## src/rtl/fiber_frame_packer.sv

```systemverilog
// Transmit side of the crate fiber link: buffers hit coordinates and emits sync / 16 data beats / ID / gap frames.
// Build option FIBER_PACKER_DROP_CNT_EN adds a saturating drop_cnt output.
module fiber_frame_packer #(
  parameter logic [9:0]  FIBER_ID  = 10'd1,
  parameter logic [15:0] SYNC_WORD = 16'hAAAA
) (
  input  logic        clk,
  input  logic        rst,
  input  logic        hit_valid,
  output logic        hit_ready,
  input  logic [5:0]  hit_x,
  input  logic [5:0]  hit_y,
  input  logic        frame_req,
  output logic        frame_busy,
  output logic [8:0]  frame_hits,
  output logic [15:0] fiber,
  output logic [15:0] fxch00,
  output logic [15:0] fxch01,
  output logic [15:0] fxch02,
  output logic [15:0] fxch03,
  output logic [15:0] fxch04,
  output logic [15:0] fxch05,
  output logic [15:0] fxch06,
  output logic [15:0] fxch07,
  output logic [15:0] fxch08,
  output logic [15:0] fxch09,
  output logic [15:0] fxch10,
  output logic [15:0] fxch11,
  output logic [15:0] fxch12,
  output logic [15:0] fxch13,
  output logic [15:0] fxch14,
  output logic [15:0] fxch15
`ifdef FIBER_PACKER_DROP_CNT_EN
  ,
  output logic [15:0] drop_cnt
`endif
);

  typedef enum logic [2:0] {IDLE, SYNC, DATA, ID, GAP} state_t;

  state_t      state;
  logic [3:0]  beat;
  logic [8:0]  cnt;
  logic        pending;
  logic [15:0] lane_q [16];
  logic [15:0] mem [16][16];

  logic        accept;
  logic        hit_zero;
  logic        launch;
  logic [8:0]  cnt_acc;
  logic [3:0]  load_beat;
  logic [15:0] beat_words [16];

  // Handshake: a hit transfers on a clk edge where hit_valid && hit_ready; hit_valid must hold its
  // coordinates until then, and hit_ready is registered so it never depends on hit_valid.
  always_comb begin
    accept    = hit_valid && hit_ready;
    hit_zero  = (hit_x == 6'd0) || (hit_y == 6'd0);
    cnt_acc   = (accept && !hit_zero) ? cnt + 9'd1 : cnt;
    launch    = (state == IDLE) && (frame_req || pending);
    load_beat = (state == SYNC) ? 4'd0 : beat + 4'd1;
    for (int l = 0; l < 16; l++) begin
      beat_words[4'(l)] = '0;
      if ({1'b0, load_beat, 4'(l)} < frame_hits)
        beat_words[4'(l)] = mem[4'(l)][load_beat];
    end
  end

  // Storage needs no reset: entries are only read below the frame's captured fill count.
  always_ff @(posedge clk) begin
    if (rst && accept && !hit_zero)
      mem[cnt[3:0]][cnt[7:4]] <= {3'b000, 1'b1, hit_x - 6'd1, hit_y - 6'd1};
  end

  always_ff @(posedge clk) begin
    if (!rst) begin
      state      <= IDLE;
      beat       <= '0;
      cnt        <= '0;
      pending    <= 1'b0;
      hit_ready  <= 1'b0;
      frame_busy <= 1'b0;
      frame_hits <= '0;
      fiber      <= '0;
      for (int l = 0; l < 16; l++) lane_q[4'(l)] <= '0;
    end else begin
      fiber <= '0;
      for (int l = 0; l < 16; l++) lane_q[4'(l)] <= '0;
      if (state != IDLE && frame_req) pending <= 1'b1;
      case (state)
        IDLE: begin
          cnt <= cnt_acc;
          if (launch) begin
            state      <= SYNC;
            pending    <= 1'b0;
            frame_hits <= cnt_acc;
            frame_busy <= 1'b1;
            hit_ready  <= 1'b0;
            fiber      <= SYNC_WORD;
          end else begin
            hit_ready <= !cnt_acc[8];
          end
        end
        SYNC: begin
          state <= DATA;
          beat  <= load_beat;
          for (int l = 0; l < 16; l++) lane_q[4'(l)] <= beat_words[4'(l)];
        end
        DATA: begin
          if (beat == 4'd15) begin
            state <= ID;
            fiber <= {6'b0, FIBER_ID};
            cnt   <= '0;
          end else begin
            beat <= load_beat;
            for (int l = 0; l < 16; l++) lane_q[4'(l)] <= beat_words[4'(l)];
          end
        end
        ID: begin
          state <= GAP;
        end
        GAP: begin
          state      <= IDLE;
          frame_busy <= 1'b0;
          hit_ready  <= 1'b1;
        end
        default: begin
          state <= IDLE;
        end
      endcase
    end
  end

  assign fxch00 = lane_q[0];
  assign fxch01 = lane_q[1];
  assign fxch02 = lane_q[2];
  assign fxch03 = lane_q[3];
  assign fxch04 = lane_q[4];
  assign fxch05 = lane_q[5];
  assign fxch06 = lane_q[6];
  assign fxch07 = lane_q[7];
  assign fxch08 = lane_q[8];
  assign fxch09 = lane_q[9];
  assign fxch10 = lane_q[10];
  assign fxch11 = lane_q[11];
  assign fxch12 = lane_q[12];
  assign fxch13 = lane_q[13];
  assign fxch14 = lane_q[14];
  assign fxch15 = lane_q[15];

`ifdef FIBER_PACKER_DROP_CNT_EN
  logic drop_inc;

  always_comb drop_inc = (accept && hit_zero) || (hit_valid && state == IDLE && cnt == 9'd256);

  always_ff @(posedge clk) begin
    if (!rst)
      drop_cnt <= '0;
    else if (drop_inc && drop_cnt != 16'hFFFF)
      drop_cnt <= drop_cnt + 16'd1;
  end
`endif

endmodule

```

## config.mk

```make
export PLATFORM = sky130hd
export DESIGN_NAME = fiber_frame_packer
export DESIGN_NICKNAME = d
export VERILOG_FILES = /design/src/rtl/fiber_frame_packer.sv
export SDC_FILE = /design/constraint.sdc
export NUM_CORES = 2
export LEC_CHECK = 0
export ABC_AREA = 1
export CORE_ASPECT_RATIO = 0.8
export CORE_MARGIN = 2
export CORE_UTILIZATION = 33
export CTS_CLUSTER_DIAMETER = 40
export DETAILED_ROUTE_END_ITERATION = 12
export GPL_TIMING_DRIVEN = 0
export SLEW_MARGIN = 30
export SYNTH_ARGS = -nofsm -noshare
export SYNTH_HDL_FRONTEND = slang
export SYNTH_MEMORY_MAX_BITS = 65536
export SYNTH_SLANG_ARGS = --single-unit
```

## constraint.sdc

```tcl
create_clock -name clk -period 9.85 [get_ports clk]
set_input_delay 2.4625 -clock clk [delete_from_list [all_inputs] [get_ports clk]]
set_output_delay 2.4625 -clock clk [all_outputs]
set_load 0.05 [all_outputs]
```

==> impl_metrics.env <==
export IMPL_ctsHtreeMaxLevel=4
export IMPL_muxShareOfSynthArea_pct=0
export IMPL_end_kind="flip-flop"
export IMPL_final_antenna_net_count=0
export IMPL_period_share_pct=72.2
export IMPL_fmax_mhz=141
export IMPL_power_switching_w=0.00493
export IMPL_nets=6441
export IMPL_synthArstFlopShare_pct=0
export IMPL_die_h_um=409
export IMPL_yosys_warnings=0
export IMPL_syn_area_per_cell_um2=11.9
export IMPL_grt_max_degree=84
export IMPL_synth_compound_area_share_pct=3.09
export IMPL_path_max_fanout=83
export IMPL_rows=148
export IMPL_dp_hpwl_mm=153
export IMPL_vias=48400
export IMPL_post_route_min_period_ps=7110
export IMPL_firstDrtPassIters=6
export IMPL_reg2reg_depth=15
export IMPL_setup_viol=0
export IMPL_synth_fa_ha_area_share_pct=0.203
export IMPL_fp_coreArea_um2=204000
export IMPL_insertion_delay_ps=860
export IMPL_clkTransAtPathRegs_ps=60
export IMPL_wirelength_mm=229
export IMPL_antenna_found_initial=8
export IMPL_p_sw_share_pct=27.4
export IMPL_cts_made_buffers=212
export IMPL_drt_initial_drc_count=7003
export IMPL_cts_root_buf="clkbuf_16"
export IMPL_grt_pass1_vias=44600
export IMPL_status="complete, no violations"
export IMPL_holdBufCountCts=0
export IMPL_cp_data_arrival_time_ps=7570
export IMPL_peakVddDrop_mv=0.230
export IMPL_cts_tree="built"
export IMPL_grtUsageTotal_pct=21.3
export IMPL_syn2layout_area_growth_pct=22.9
export IMPL_synth_simple_gate_area_share_pct=18.7
export IMPL_r2r_start="beat[0]"
export IMPL_path_class="primary input to flip-flop"
export IMPL_rsz0062_at_grt="no"
export IMPL_hold_viol=0
export IMPL_start_util_pct=33.3
export IMPL_postPlaceCellArea_um2=75900
export IMPL_drc=0
export IMPL_ys_types=30
export IMPL_internal_power_w=0.0130
export IMPL_p_clk_share_pct=44.2
export IMPL_cts_sinks=1670
export IMPL_finalPower_w=0.0180
export IMPL_grt_pass1_wl_mm=322
export IMPL_io_buffers=139
export IMPL_synth_area_um2=67800
export IMPL_endpoint="mem[1][109]"
export IMPL_worst_hold_path_type="flip-flop to flip-flop"
export IMPL_design_area_um2=83200
export IMPL_ioPinCount=299
export IMPL_startpoint="hit_y[0]"
export IMPL_cts_resized_gates=0
export IMPL_max_cap_violations=0
export IMPL_drive_above_1_share_pct=14.6
export IMPL_reg2reg_to="lane_q[0][82]"
export IMPL_r2r_slack_ps=4850
export IMPL_synth_cells=5689
export IMPL_viasPerCell=5.21
export IMPL_power_density_nw_per_um2=216
export IMPL_finClkSkew_ps=65.8
export IMPL_synth_top_family_by_area="simple AND/OR/NAND/NOR gates"
export IMPL_clk_path_buf_depth=3
export IMPL_slew_headroom_pct=22.4
export IMPL_post_cts_setup_buffers=0
export IMPL_worst_pin_slew_ps=1160
export IMPL_ys_seq_area_share_pct=73.4
export IMPL_worstSetupStartpointType="primary input"
export IMPL_wire_per_inst_um=24.6
export IMPL_routabilityCongestion=0.875
export IMPL_sequentialPowerShare_pct=44.1
export IMPL_final_max_slew_viol_count=0
export IMPL_post_synth_xor_area_fraction_pct=0.181
export IMPL_ys_seq_elements=1670
export IMPL_cp_required_ps=10310
export IMPL_die_w_um=511
export IMPL_combinationalPowerShare_pct=11.7
export IMPL_p_leak_nw=30.5
export IMPL_dieArea_um2=209000
export IMPL_synth_edf_count=1627
export IMPL_grt_ovfl_total=0
export IMPL_ys_flop_type="edfxtp_1"
## critical path, stage by stage
cell and delay (ps):
clkdlybuf4s50_1 620, inv_8 160, buf_16 260, ha_1 300
nand3_1 420, nand3b_1 400, clkinv_1 300, nand2_1 160
nor3_1 490, nand2_1 810, nor2_2 1040
## cell families after synthesis
family / after synthesis
other: 2
AND/OR/NAND/NOR: 3000
flip-flops: 1670
AO/OA/AOI/OAI: 417
buffers and inverters: 575
XOR/XNOR: 14
adder cells (fa/ha/maj): 11
## cell usage after synthesis (3+ instances only)
cell	n	area, um2
a21oi_1	396	1980
buf_1	27	101
buf_2	134	671
buf_4	175	1310
clkbuf_1	175	657
dfxtp_1	43	861
edfxtp_1	1627	48900
ha_1	11	138
inv_1	54	203
inv_2	6	22.5
nand2_1	1640	6160
nand3_1	1070	5360
nand3b_1	6	45.0
nand4_1	3	18.8
nor2_1	260	976
nor2_2	3	18.8
nor3_1	11	55.1
o21ai_0	19	95.1
xnor2_1	5	43.8
xor2_1	9	78.8
## metrics by stage
stage	setup slack (ps)	cells	utilization (%)	hold WS [ps]	setup TNS [ps]
2_1_floorplan	896	5937	-	441	0
3_3_place_gp	-8130	8776	36.1	456	-8396670
3_5_place_dp	1970	8900	37.3	460	0
4_1_cts	2880	9298	40.9	475	0
5_1_grt	2740	9301	40.9	492	0
6_report	2740	9304	40.9	477	0
## worst min-delay path by stage
| stage | endpoint | cells past startpoint | slack (ps) | from |
|---|---|---|---|---|
| after floorplan | state[2] | 1 | 440 | state[2] |
| after global placement | beat[3] | 2 | 460 | beat[3] |
| final | state[2] | 2 | 480 | state[1] |
| after global routing | state[2] | 1 | 490 | state[2] |
| after CTS | state[2] | 2 | 480 | state[1] |
| after detailed placement | beat[3] | 2 | 460 | beat[3] |
## power groups by stage
stage          Combinational (W)  Sequential [W]  Clock, W
6_report                 0.00210         0.00792   0.00795
5_1_grt                  0.00223         0.00792   0.00831
4_1_cts                  0.00206         0.00792   0.00800
3_5_place_dp             0.00205         0.00807         0
3_3_place_gp             0.00192         0.00815         0
2_1_floorplan            0.00111         0.00820         0
## registers in the layout, summed over array words and instances (netlist names)
name and count:
beat 4, cnt 9, fiber 2, frame_busy 1, frame_hits 9, hit_ready 1, lane_q 104, mem 1536
pending 1, state 3
## final cells by class
cell class                      count  area (um2)
Fill cell                       18900      120000
Inverter                           62         260
Antenna cell                        6        15.0
Clock buffer                      236        5420
Sequential cell                  1670       49700
Multi-Input combinational cell   3692       16500
Timing Repair Buffer              263        3260
Buffer                            513        2780
Clock inverter                    162        1880
Tap cell                         2700        3380
## metal layers
| layer | track usage, % | part of all wire [%] | wire length (um) |
|---|---|---|---|
| met1 | 30.0 | 40 | 92400 |
| met2 | 30.8 | 43 | 97800 |
| met3 | 6.31 | 13 | 30500 |
| met4 | 7.98 | 3.7 | 8590 |
| met5 | 0 | 0 | 0 |
## cell usage in the layout (no fill, tap or decap), types with 24 or more instances in the layout
cell,Yosys,routed
nand2_1,1640,1628
edfxtp_1,1627,1627
nand3_1,1070,1070
a21oi_1,396,396
conb_1,2,250
clkbuf_16,0,213
buf_4,175,190
clkbuf_1,175,184
clkdlybuf4s50_1,0,139
buf_2,134,134
nor2_1,260,132
nor2_2,3,112
buf_6,2,58
inv_1,54,50
dfxtp_1,43,43
clkinv_1,2,28
buf_1,27,27
buf_8,0,27
buf_16,0,26
clkinv_2,0,24
(Power assumes the default switching activity.)
